==> config.mk <==
export PLATFORM = sky130hd
export DESIGN_NAME = pwm_multi_channel
export DESIGN_NICKNAME = d
export VERILOG_FILES = /design/src/rtl/pwm_multi_channel.sv
export SDC_FILE = /design/constraint.sdc
export NUM_CORES = 1
export LEC_CHECK = 0
export ABC_AREA = 1
export CORE_MARGIN = 3
export CORE_UTILIZATION = 45
export DETAILED_ROUTE_END_ITERATION = 12
export GPL_TIMING_DRIVEN = 0
export RECOVER_POWER = 50
export SLEW_MARGIN = 20
export SYNTH_ARGS = -nofsm -noshare
export SYNTH_HDL_FRONTEND = slang
export SYNTH_SLANG_ARGS = --single-unit
==> constraint.sdc <==
create_clock -name clk -period 7.16 [get_ports clk]
set_input_delay 1.074 -clock clk [delete_from_list [all_inputs] [get_ports clk]]
set_output_delay 1.074 -clock clk [all_outputs]
set_load 0.01 [all_outputs]
==> src/rtl/pwm_multi_channel.sv <==
// N-channel PWM core with shadow/active double-buffered registers, edge/center-aligned
// counting and per-channel polarity. Define PWM_IRQ_EN to add the sticky period interrupt.
module pwm_multi_channel #(
    parameter int CH_COUNT = 4,
    parameter int CNT_W    = 16,
    parameter int PRE_W    = 16,
    parameter int ADDR_W   = $clog2(CH_COUNT + 4)
) (
    input  logic                clk,
    input  logic                rst_n,
    input  logic                enable,
    input  logic                cfg_we,
    input  logic [ADDR_W-1:0]   cfg_addr,
    input  logic [CNT_W-1:0]    cfg_wdata,
    output logic [CH_COUNT-1:0] pwm_out,
    output logic                period_tick,
    output logic [CNT_W-1:0]    cnt_value
`ifdef PWM_IRQ_EN
    ,
    output logic                irq
`endif
);

    typedef enum logic {DIR_UP = 1'b0, DIR_DOWN = 1'b1} dir_t;

    localparam logic [ADDR_W-1:0] ADDR_PERIOD   = ADDR_W'(0);
    localparam logic [ADDR_W-1:0] ADDR_PRESCALE = ADDR_W'(1);
    localparam logic [ADDR_W-1:0] ADDR_CTRL     = ADDR_W'(2);

    logic [CNT_W-1:0]    period_sh, period_act;
    logic [PRE_W-1:0]    pre_sh, pre_act;
    logic                mode_sh, mode_act;
    logic [CH_COUNT-1:0] pol_sh, pol_act;
    logic [CNT_W-1:0]    duty_sh  [CH_COUNT];
    logic [CNT_W-1:0]    duty_act [CH_COUNT];

    logic [PRE_W-1:0]    pre_cnt;
    logic [CNT_W-1:0]    cnt, cnt_next;
    dir_t                dir, dir_next;
    logic                tick, boundary;

    always_ff @(posedge clk) begin
        if (!rst_n) begin
            period_sh <= '0;
            pre_sh    <= '0;
            mode_sh   <= 1'b0;
            pol_sh    <= '0;
            for (int i = 0; i < CH_COUNT; i++) duty_sh[i] <= '0;
        end else if (cfg_we) begin
            if (cfg_addr == ADDR_PERIOD)   period_sh <= cfg_wdata;
            if (cfg_addr == ADDR_PRESCALE) pre_sh    <= PRE_W'(cfg_wdata);
            if (cfg_addr == ADDR_CTRL) begin
                mode_sh <= cfg_wdata[0];
                pol_sh  <= cfg_wdata[CH_COUNT:1];
            end
            for (int i = 0; i < CH_COUNT; i++)
                if (cfg_addr == ADDR_W'(3 + i)) duty_sh[i] <= cfg_wdata;
        end
    end

    assign tick = enable && (pre_cnt == pre_act);

    // In center mode with P=1 the turn at the top already lands on 0, so it is the boundary.
    always_comb begin
        cnt_next = cnt;
        dir_next = dir;
        boundary = 1'b0;
        if (tick) begin
            if (period_act == '0) begin
                cnt_next = '0;
                boundary = 1'b1;
            end else if (!mode_act) begin
                if (cnt >= period_act) begin
                    cnt_next = '0;
                    boundary = 1'b1;
                end else begin
                    cnt_next = cnt + CNT_W'(1);
                end
            end else if (dir == DIR_UP) begin
                if (cnt >= period_act) begin
                    cnt_next = period_act - CNT_W'(1);
                    if (period_act == CNT_W'(1)) boundary = 1'b1;
                    else                         dir_next = DIR_DOWN;
                end else begin
                    cnt_next = cnt + CNT_W'(1);
                end
            end else begin
                if (cnt <= CNT_W'(1)) begin
                    cnt_next = '0;
                    dir_next = DIR_UP;
                    boundary = 1'b1;
                end else begin
                    cnt_next = cnt - CNT_W'(1);
                end
            end
        end
    end

    always_ff @(posedge clk) begin
        if (!rst_n) begin
            pre_cnt     <= '0;
            cnt         <= '0;
            dir         <= DIR_UP;
            period_tick <= 1'b0;
            pwm_out     <= '0;
            period_act  <= '0;
            pre_act     <= '0;
            mode_act    <= 1'b0;
            pol_act     <= '0;
            for (int i = 0; i < CH_COUNT; i++) duty_act[i] <= '0;
        end else if (!enable) begin
            pre_cnt     <= '0;
            cnt         <= '0;
            dir         <= DIR_UP;
            period_tick <= 1'b0;
            pwm_out     <= pol_sh;
            period_act  <= period_sh;
            pre_act     <= pre_sh;
            mode_act    <= mode_sh;
            pol_act     <= pol_sh;
            for (int i = 0; i < CH_COUNT; i++) duty_act[i] <= duty_sh[i];
        end else begin
            pre_cnt     <= tick ? '0 : pre_cnt + PRE_W'(1);
            cnt         <= cnt_next;
            dir         <= dir_next;
            period_tick <= boundary;
            for (int i = 0; i < CH_COUNT; i++)
                pwm_out[i] <= (cnt < duty_act[i]) ^ pol_act[i];
            if (boundary) begin
                period_act <= period_sh;
                pre_act    <= pre_sh;
                mode_act   <= mode_sh;
                pol_act    <= pol_sh;
                for (int i = 0; i < CH_COUNT; i++) duty_act[i] <= duty_sh[i];
                if (!mode_sh) dir <= DIR_UP;
            end
        end
    end

    assign cnt_value = cnt;

`ifdef PWM_IRQ_EN
    localparam logic [ADDR_W-1:0] ADDR_IRQ_CLR = ADDR_W'(CH_COUNT + 3);

    // A boundary in the same cycle as a clear keeps the interrupt pending.
    always_ff @(posedge clk) begin
        if (!rst_n)                                      irq <= 1'b0;
        else if (boundary)                               irq <= 1'b1;
        else if (cfg_we && (cfg_addr == ADDR_IRQ_CLR))   irq <= 1'b0;
    end
`endif

endmodule

### Yosys cells after proc, flatten, opt, wreduce, memory -nomap -nowiden

Memories as Yosys holds them, arrays and structs flattened.
Index checks and enable logic that the tools add are counted.

* register bits after elaboration: 112
* RAM bits: 128
* bits of input ports: 23
* output and inout port bits: 21
* word-level logic and storage cells: 128
* memories: 2

* $add $sub $neg: 4
* order comparisons: 6
* equal/unequal tests: 9
* mux-type cells: 68
* bitwise gates (word level): 18
* reductions and logical operators: 8

Memories
* duty_act: depth 4, width 16, rd ports 4, clocked after Yosys merged registers in 0, write ports 4, line 35 `logic [CNT_W-1:0] duty_act [CH_COUNT];`
* duty_sh: depth 4, width 16, rd ports 4, clocked after Yosys merged registers in 0, write ports 4, line 34 `logic [CNT_W-1:0] duty_sh [CH_COUNT];`

Operator list (number)
* $mux W16: 22
* $lt A16 B16 Y1: 4
* $mux W1: 43
* $add A16 B1 Y16 const B: 2
* $sub A16 B1 Y16 const B: 2
* $eq A16 B1 Y1 const B: 1
* $eq A16 B16 Y1: 1
* $ge A16 B16 Y1: 1
* $le A16 B1 Y1 const B: 1
* $logic_not A16 Y1: 1
* $mux W4: 3
* $or A1 B1 Y1: 12
* $eq A3 B3 Y1 const B: 3
* $reduce_and A2 Y1: 4
* $eq A3 B2 Y1 const B: 2
* $xor A1 B1 Y1: 4
* $eq A3 B1 Y1 const B: 1
* $logic_not A3 Y1: 1
* $reduce_or A3 Y1: 1
* $ne A2 B1 Y1 const B: 1
* $not A1 Y1: 2
* $logic_and A1 B1 Y1: 1

### Longest topological paths before layout

Gate-level depths: netlist of run 1.

* word-level depth: 12
* gate-level depth with buffers: 19
* mapped depth without buffers: 17

### Worst setup path after synthesis of run 1

Ideal clock, no wire load.

* kind: register -> register
* start point: register cnt[9], in the netlist cnt_value[9]
* end point: memory duty_act[0][0], enable pin
* setup time: 478 ps
* arrival time: 2524 ps
* required time: 6682 ps
* path slack: 4159 ps
* cell stages (with the launch flop): 11
* buffers on the path: 1
* period minus slack after synthesis: 3001 ps
* cell sequence: dfxtp_1 -> ha_1 -> a21oi_1 -> o21ai_0 -> a21oi_1 -> nand2_2 -> nand3_1 -> nand2_2 -> nand2_1 -> clkbuf_1 -> nand2_1

RTL lines
* from (decl): line 38 `logic [CNT_W-1:0] cnt, cnt_next;`
* from (signal assigned): line 124 `cnt <= cnt_next;`
* to (decl): line 35

==> impl_metrics.yaml, run 1 <==
critical_path:
  cpPeakStageDelay_ns: 0.84
  critPathLaunch: "cnt_value[9]$_SDFFE_PN0P_"
  crit_path_frequent_cell: "nand2_1"
  worstPathCellList: "ha_1 -> a21oi_1 -> o21ai_0 -> a21oi_1 -> nand2_1 -> nand3_1 -> nand2_1 -> nand2_1 -> clkbuf_1 -> nand2_2"
  worstSetupPathType: "reg -> reg"
  worstPathMaxFanout: 32
  crit_slowest_cell: "dfxtp_1"
  cp_data_required_time_ns: 7.27
  critPathCaptureType: "flop"
  reg2reg_from: "cnt_value[9]$_SDFFE_PN0P_"
  start_kind: "flop"
  worstPathArrival_ns: 3.96
die:
  rows: 60
  coreArea_mm2: 0.0272
  dieArea_mm2: 0.0299
  ios: 44
  die_x_um: 173
  die_h_um: 173
  start_util_pct: 46.1
clock_network:
  clk_latency_ns: 0.54
  cts_tree: "built"
  cts_resized: 0
  postCtsSetupBuffers: 0
  cts_sinks: 240
  cts-root-buf: "clkbuf_16"
  cts-htree-levels: 1
  clkSlewWorstSetupHoldPaths_ns: 0.06
  cts-hold-fix-buffers: 0
  cts_buffers: 27
  cts_buffer_depth: 3
logic_synthesis:
  syn_area_mm2: 0.0125
  synth_top_area_share_pct: 30.7
  async_flop_share_pct: 0
  ys_types: 39
  netlist_instances: 1482
  synth-seq-cells: 240
  seq_area_frac_synth_pct: 48.6
  synth_common_cells: "nand2_1 (226), inv_1 (218), nor2_1 (196), edfxtp_1 (128), dfxtp_1 (112)"
  synth_area_leaders: "edfxtp_1 (31%), dfxtp_1 (18%), ha_1 (8.2%)"
  postSynthAreaPerCell_um2: 8.46
  synth.largest_area_cell: "edfxtp_1"
  syn_nets: 1587
  yosysWarnings: 0
  synth_edf_count: 128
  synthFlopType: "edfxtp_1"
  synth.most_common_cell: "nand2_1"
detailed_routing:
  drtIter0Drc: 796
  wl_per_cell_um: 16.7
  ant_nets: 0
  vias_per_cell: 5.05
  drc: 0
  routed_wl_um: 32600
  dr.pass1.iters: 5
  via_count: 9847
global_route:
  antenna_found_initial: 0
  grt_pass1_vias: 9228
  grt.overflow.total: 0
  grt_usage_pct: 21.6
  grt_max_degree: 33
  grt_pass1_wl_um: 51000
sta:
  rsz0062_at_grt: "no"
  finalCritPeriodShare_pct: 53.8
  slew_viol_final: 10
  max_slew_margin_pct: -10.4
  worst_pin_slew_ns: 1.64
  finalSetupTns_ns: 0
  worst_clock_skew_ns: 0.0110
  post-route-min-period_ns: 3.85
  max_freq_mhz: 260
  finalSetupViolCount: 0
  fin_hold_ws_ns: 0.441
  final_hold_viol_count: 0
placement:
  dpl_cell_area_mm2: 0.0135
  place.gp.congestion: 0.898
  port_buffers: 43
  dp_hpwl_um: 23200
power:
  pwr_density_cell_mw_per_mm2: 238
  ir_drop_uv: 149
  p_leak_nw: 6.41
final_layout:
  postLayoutCellArea_mm2: 0.0143
  n_fill_cell: 2566
  multi_input_area_mm2: 0.00528
  fin_nets: 1662
  antenna_cells: 0
  final-seq-area_mm2: 0.00609
  final_layout_size_suffix_gt1_share_pct: 7.87
  area_growth_pct: 14.1
worst_hold_path:
  hp-class: "reg -> reg"
  worstHoldStart: "pre_sh[5]$_SDFFE_PN0P_"
status:
  violations: "capacitance limit, slew limit"
  status: "finished, violations left"
flow_run:
  cap_violations: 1
==> per-stage QoR <==
step | util [%] | setup slack [ns] | std cells | total power, mW
global placement | 49.4 | 2.72 | 1897 | 2.07
detailed placement | 49.6 | 3.35 | 1900 | 2.08
global route | 52.6 | 2.95 | 1948 | 3.55
floorplan | - | 4.16 | 1482 | 1.94
CTS | 52.8 | 3.34 | 1948 | 3.44
finish | 52.6 | 3.31 | 1948 | 3.40
==> critical path: cells and delay by family (launching register included) <==
family / cells / cell delay [ns]
and+or+nand+nor: 5 / 1.21
adders and majority gates: 1 / 0.37
AOI/OAI and AO/OA: 3 / 0.50
DFF: 1 / 0.84
buffers and inverters: 1 / 0.47
==> sequential cells by signal (all words and copies together), names as in the netlist, 4 cells and up <==
name,flops
pol_sh,4
pre_cnt,16
pre_sh,16
period_sh,16
period_act,16
pol_act,4
cnt_value,16
pre_act,16
duty_sh,64
pwm_out,4
duty_act,64
==> cells by family (layout without fill, tap and decap cells) <==
kind of cell,count (synthesis),in the layout,synth area share (%)
AO/OA/AOI/OAI,204,204,8.33
XOR/XNOR,44,44,3.07
buffers and inverters,276,370,9.28
AND/OR/NAND/NOR,636,636,22.6
adder cells (fa/ha/maj),82,82,8.19
flip-flops,240,240,48.6
==> power by group <==
group / leakage, nW / switching [mW] / internal, mW
Sequential: 2.24 / 0.0336 / 1.56
Combinational: 3.75 / 0.303 / 0.149
Clock: 0.415 / 0.564 / 0.796
==> area by class of cell <==
type / instances / area share, %
plain buffers: 48 / 2.13
inverters: 228 / 5.98
flip-flops and latches: 240 / 42.6
repair buffers: 46 / 3.09
well taps: 372 / 3.25
clock buffers: 27 / 4.72
clock inverters: 21 / 1.37
multi-input cells: 966 / 36.9
==> path summary, 6_finish.rpt <==
check | end | slack (ns) | depth (start not counted)
setup / recovery | duty_act[0][5]$_DFFE_PP_ | 3.31 | 10
hold / removal | pre_act[5]$_SDFFE_PN0P_ | 0.44 | 2
setup reg to reg | duty_act[0][5]$_DFFE_PP_ | 3.31 | 10
hold reg to reg | pre_act[5]$_SDFFE_PN0P_ | 0.44 | 2
==> layer usage <==
metal	vias up	track usage (%)	routed length (µm)
li1	4980	-	-
met1	4527	30.7	15400
met2	288	34.2	14400
met3	52	2.81	1820
met4	0	7.57	1080
met5	-	0	0
==> cell usage in the layout, fill, tap and decap left out, types with 4 or more instances in the layout <==
cell	count
inv_1	219
edfxtp_1	128
clkbuf_16	27
nor2_1	196
ha_1	82
nand2_2	33
dlygate4sd3_1	9
or2_2	4
a21oi_1	110
clkdlybuf4s50_1	34
dfxtp_1	112
clkinv_2	5
nand2_1	227
inv_2	8
nand3_1	110
nor3_1	17
xor2_1	30
clkbuf_1	33
xnor2_1	14
clkinv_1	6
nor3b_1	5
nor2_2	5
nor3_2	6
nand4_1	21
buf_6	7
nand3_2	4
o21ai_0	85
o21a_1	5
Power figures use the tool's default switching activity.
==> inputs of run 2 (changes only) <==
- clock period: 7.16 -> 3.2 ns (I/O delays scaled with it)
==> impl_metrics.yaml, run 2 (synthesis results as in run 1) <==
critical_path:
  worstPathCellList: "ha_1 -> a21oi_1 -> nand2_1 -> nand2_1 -> nand2_1 -> nand2_1 -> nand2_2 -> nand3_1 -> nand2_2 -> nand2_1 -> clkbuf_2 -> nand2_4"
  cp.depth: 12
  cpPeakStageDelay_ns: 0.75
  crit_slowest_cell: "dfxtp_1"
  worstSetupPathType: "reg -> reg"
  path_buf_inv: 1
  reg2reg_setup_slack_ns: 0.12
  reg2reg_depth: 12
  reg2reg_from: "cnt_value[3]$_SDFFE_PN0P_"
  critical_path.top_delay_family: "simple AND/OR/NAND/NOR gates"
  cp_data_required_time_ns: 3.38
  crit_path_frequent_cell: "nand2_1"
  worstPathMaxFanout: 32
  worstReg2RegEnd: "duty_act[0][5]$_DFFE_PP_"
  critPathCaptureType: "flop"
  start_kind: "flop"
  worstPathArrival_ns: 3.26
sta:
  finalCritPeriodShare_pct: 96.4
  rsz0062_at_grt: "yes"
  post-route-min-period_ns: 3.08
  worst_pin_slew_ns: 1.09
  finalSetupViolCount: 0
  finalSetupTns_ns: 0
  slew_viol_final: 0
  final_hold_viol_count: 0
  max_slew_margin_pct: 26.8
  worst_clock_skew_ns: 0.0173
  max_freq_mhz: 324
status:
  status: "finished clean"
clock_network:
  cts_buffer_depth: 3
  clkSlewWorstSetupHoldPaths_ns: 0.06
  cts_tree: "built"
  clk_latency_ns: 0.54
  cts-htree-levels: 1
  cts-root-buf: "clkbuf_16"
  cts_buffers: 27
  cts-hold-fix-buffers: 0
  cts_sinks: 240
die:
  die_x_um: 173
  dieArea_mm2: 0.0299
  coreArea_mm2: 0.0272
  start_util_pct: 46.1
  rows: 60
  ios: 44
  die_h_um: 173
power:
  p_seq_share_pct: 46.8
  swShare_pct: 26.4
  p_int_mw: 5.61
  p_sw_mw: 2.01
  pwr_density_cell_mw_per_mm2: 531
  clock_power_share_pct: 39.8
  p_leak_nw: 6.42
  comb_power_share_pct: 13.4
  ir_drop_uv: 316
global_route:
  grt.overflow.total: 0
  antenna_found_initial: 0
  grt_max_degree: 33
  grt_pass1_wl_um: 50900
  grt_pass1_vias: 9229
  grt_usage_pct: 21.6
worst_hold_path:
  worstHoldStart: "pre_sh[5]$_SDFFE_PN0P_"
  min_path_cells: 2
  hp-class: "reg -> reg"
  holdPathEnd: "pre_act[5]$_SDFFE_PN0P_"
final_layout:
  finish.utilization_pct: 52.8
  layout.cells.non_filler: 1948
  fin_nets: 1662
  antenna_cells: 0
  reg.largest.list: "duty_act x64, duty_sh x64"
  final_layout_size_suffix_gt1_share_pct: 9.14
  final_cell_mix: "nand2_1 (223), inv_1 (218), nor2_1 (196), edfxtp_1 (128)"
  layout_commonest_cell: "nand2_1"
  area_growth_pct: 14.4
detailed_routing:
  routed_wl_um: 32600
  wl_per_cell_um: 16.7
  drc: 0
  drtIter0Drc: 828
  via_count: 9808
  vias_per_cell: 5.03
  dr.pass1.iters: 6
  ant_nets: 0
placement:
  dp_hpwl_um: 23200
  dp.cells: 1900
  port_buffers: 43
  place.gp.congestion: 0.898
flow_run:
  cap_violations: 0
run 2: what timing repair did:
action	in CTS	in global routing
endpoints found under the hold margin	0	0
buffers inserted	0	0
setup endpoints to repair	64	64
gates cloned	0	0
resized for setup	12	3
run 2: routing by layer:
metal / global-route usage, % / vias to the layer above / wire length (µm)
met5: 0 / - / 0
met4: 7.57 / 0 / 1160
met3: 2.81 / 61 / 2150
met2: 34.2 / 316 / 14200
met1: 30.7 / 4444 / 15000
li1: - / 4987 / -
run 2: worst max path at each step:
stage	startpoint	endpoint	slack, ns
after floorplan	cnt_value[9]$_SDFFE_PN0P_	duty_act[0][0]$_DFFE_PP_	0.20
after global placement	cnt_value[9]$_SDFFE_PN0P_	duty_act[0][11]$_DFFE_PP_	-1.03
after detailed placement	cnt_value[9]$_SDFFE_PN0P_	duty_act[0][11]$_DFFE_PP_	-0.61
after CTS	cnt_value[11]$_SDFFE_PN0P_	duty_act[0][12]$_DFFE_PP_	0.05
after global routing	cnt_value[0]$_SDFFE_PN0P_	duty_act[0][7]$_DFFE_PP_	-0.10
final	cnt_value[3]$_SDFFE_PN0P_	duty_act[0][5]$_DFFE_PP_	0.12
run 2: through the flow:
| step | hold WS, ns | cell area (µm²) | power [mW] | worst slack (ns) |
|---|---|---|---|---|
| final | 0.445 | 14300 | 7.62 | 0.116 |
| after global routing | 0.460 | 14300 | 7.96 | -0.101 |
| after CTS | 0.447 | 14400 | 7.70 | 0.0494 |
| after detailed placement | 0.437 | 13500 | 4.65 | -0.611 |
| after global placement | 0.440 | 13400 | 4.63 | -1.03 |
| after floorplan | 0.414 | 12500 | 4.33 | 0.199 |
run 2: worst min-delay path, cell delays in order (launching register included):
cell and delay [ns]:
dfxtp_1 0.30, nand2_1 0.06, nand2_1 0.04
run 2: power by group through the flow:
stage,sequential [mW],clock [mW],combinational (mW)
finish,3.56,3.04,1.02
CTS,3.56,3.10,1.03
detailed placement,3.63,0,1.02
global route,3.58,3.21,1.17
global placement,3.63,0,0.994
floorplan,3.61,0,0.721
run 2: layout make-up:
| cell class | count | area [µm²] |
|---|---|---|
| multi-input cells | 966 | 5290 |
| well taps | 372 | 465 |
| clock buffers | 27 | 676 |
| inverters | 228 | 856 |
| fillers | 2556 | 12800 |
| clock inverters | 21 | 196 |
| repair buffers | 46 | 450 |
| plain buffers | 48 | 308 |
| flip-flops and latches | 240 | 6100 |
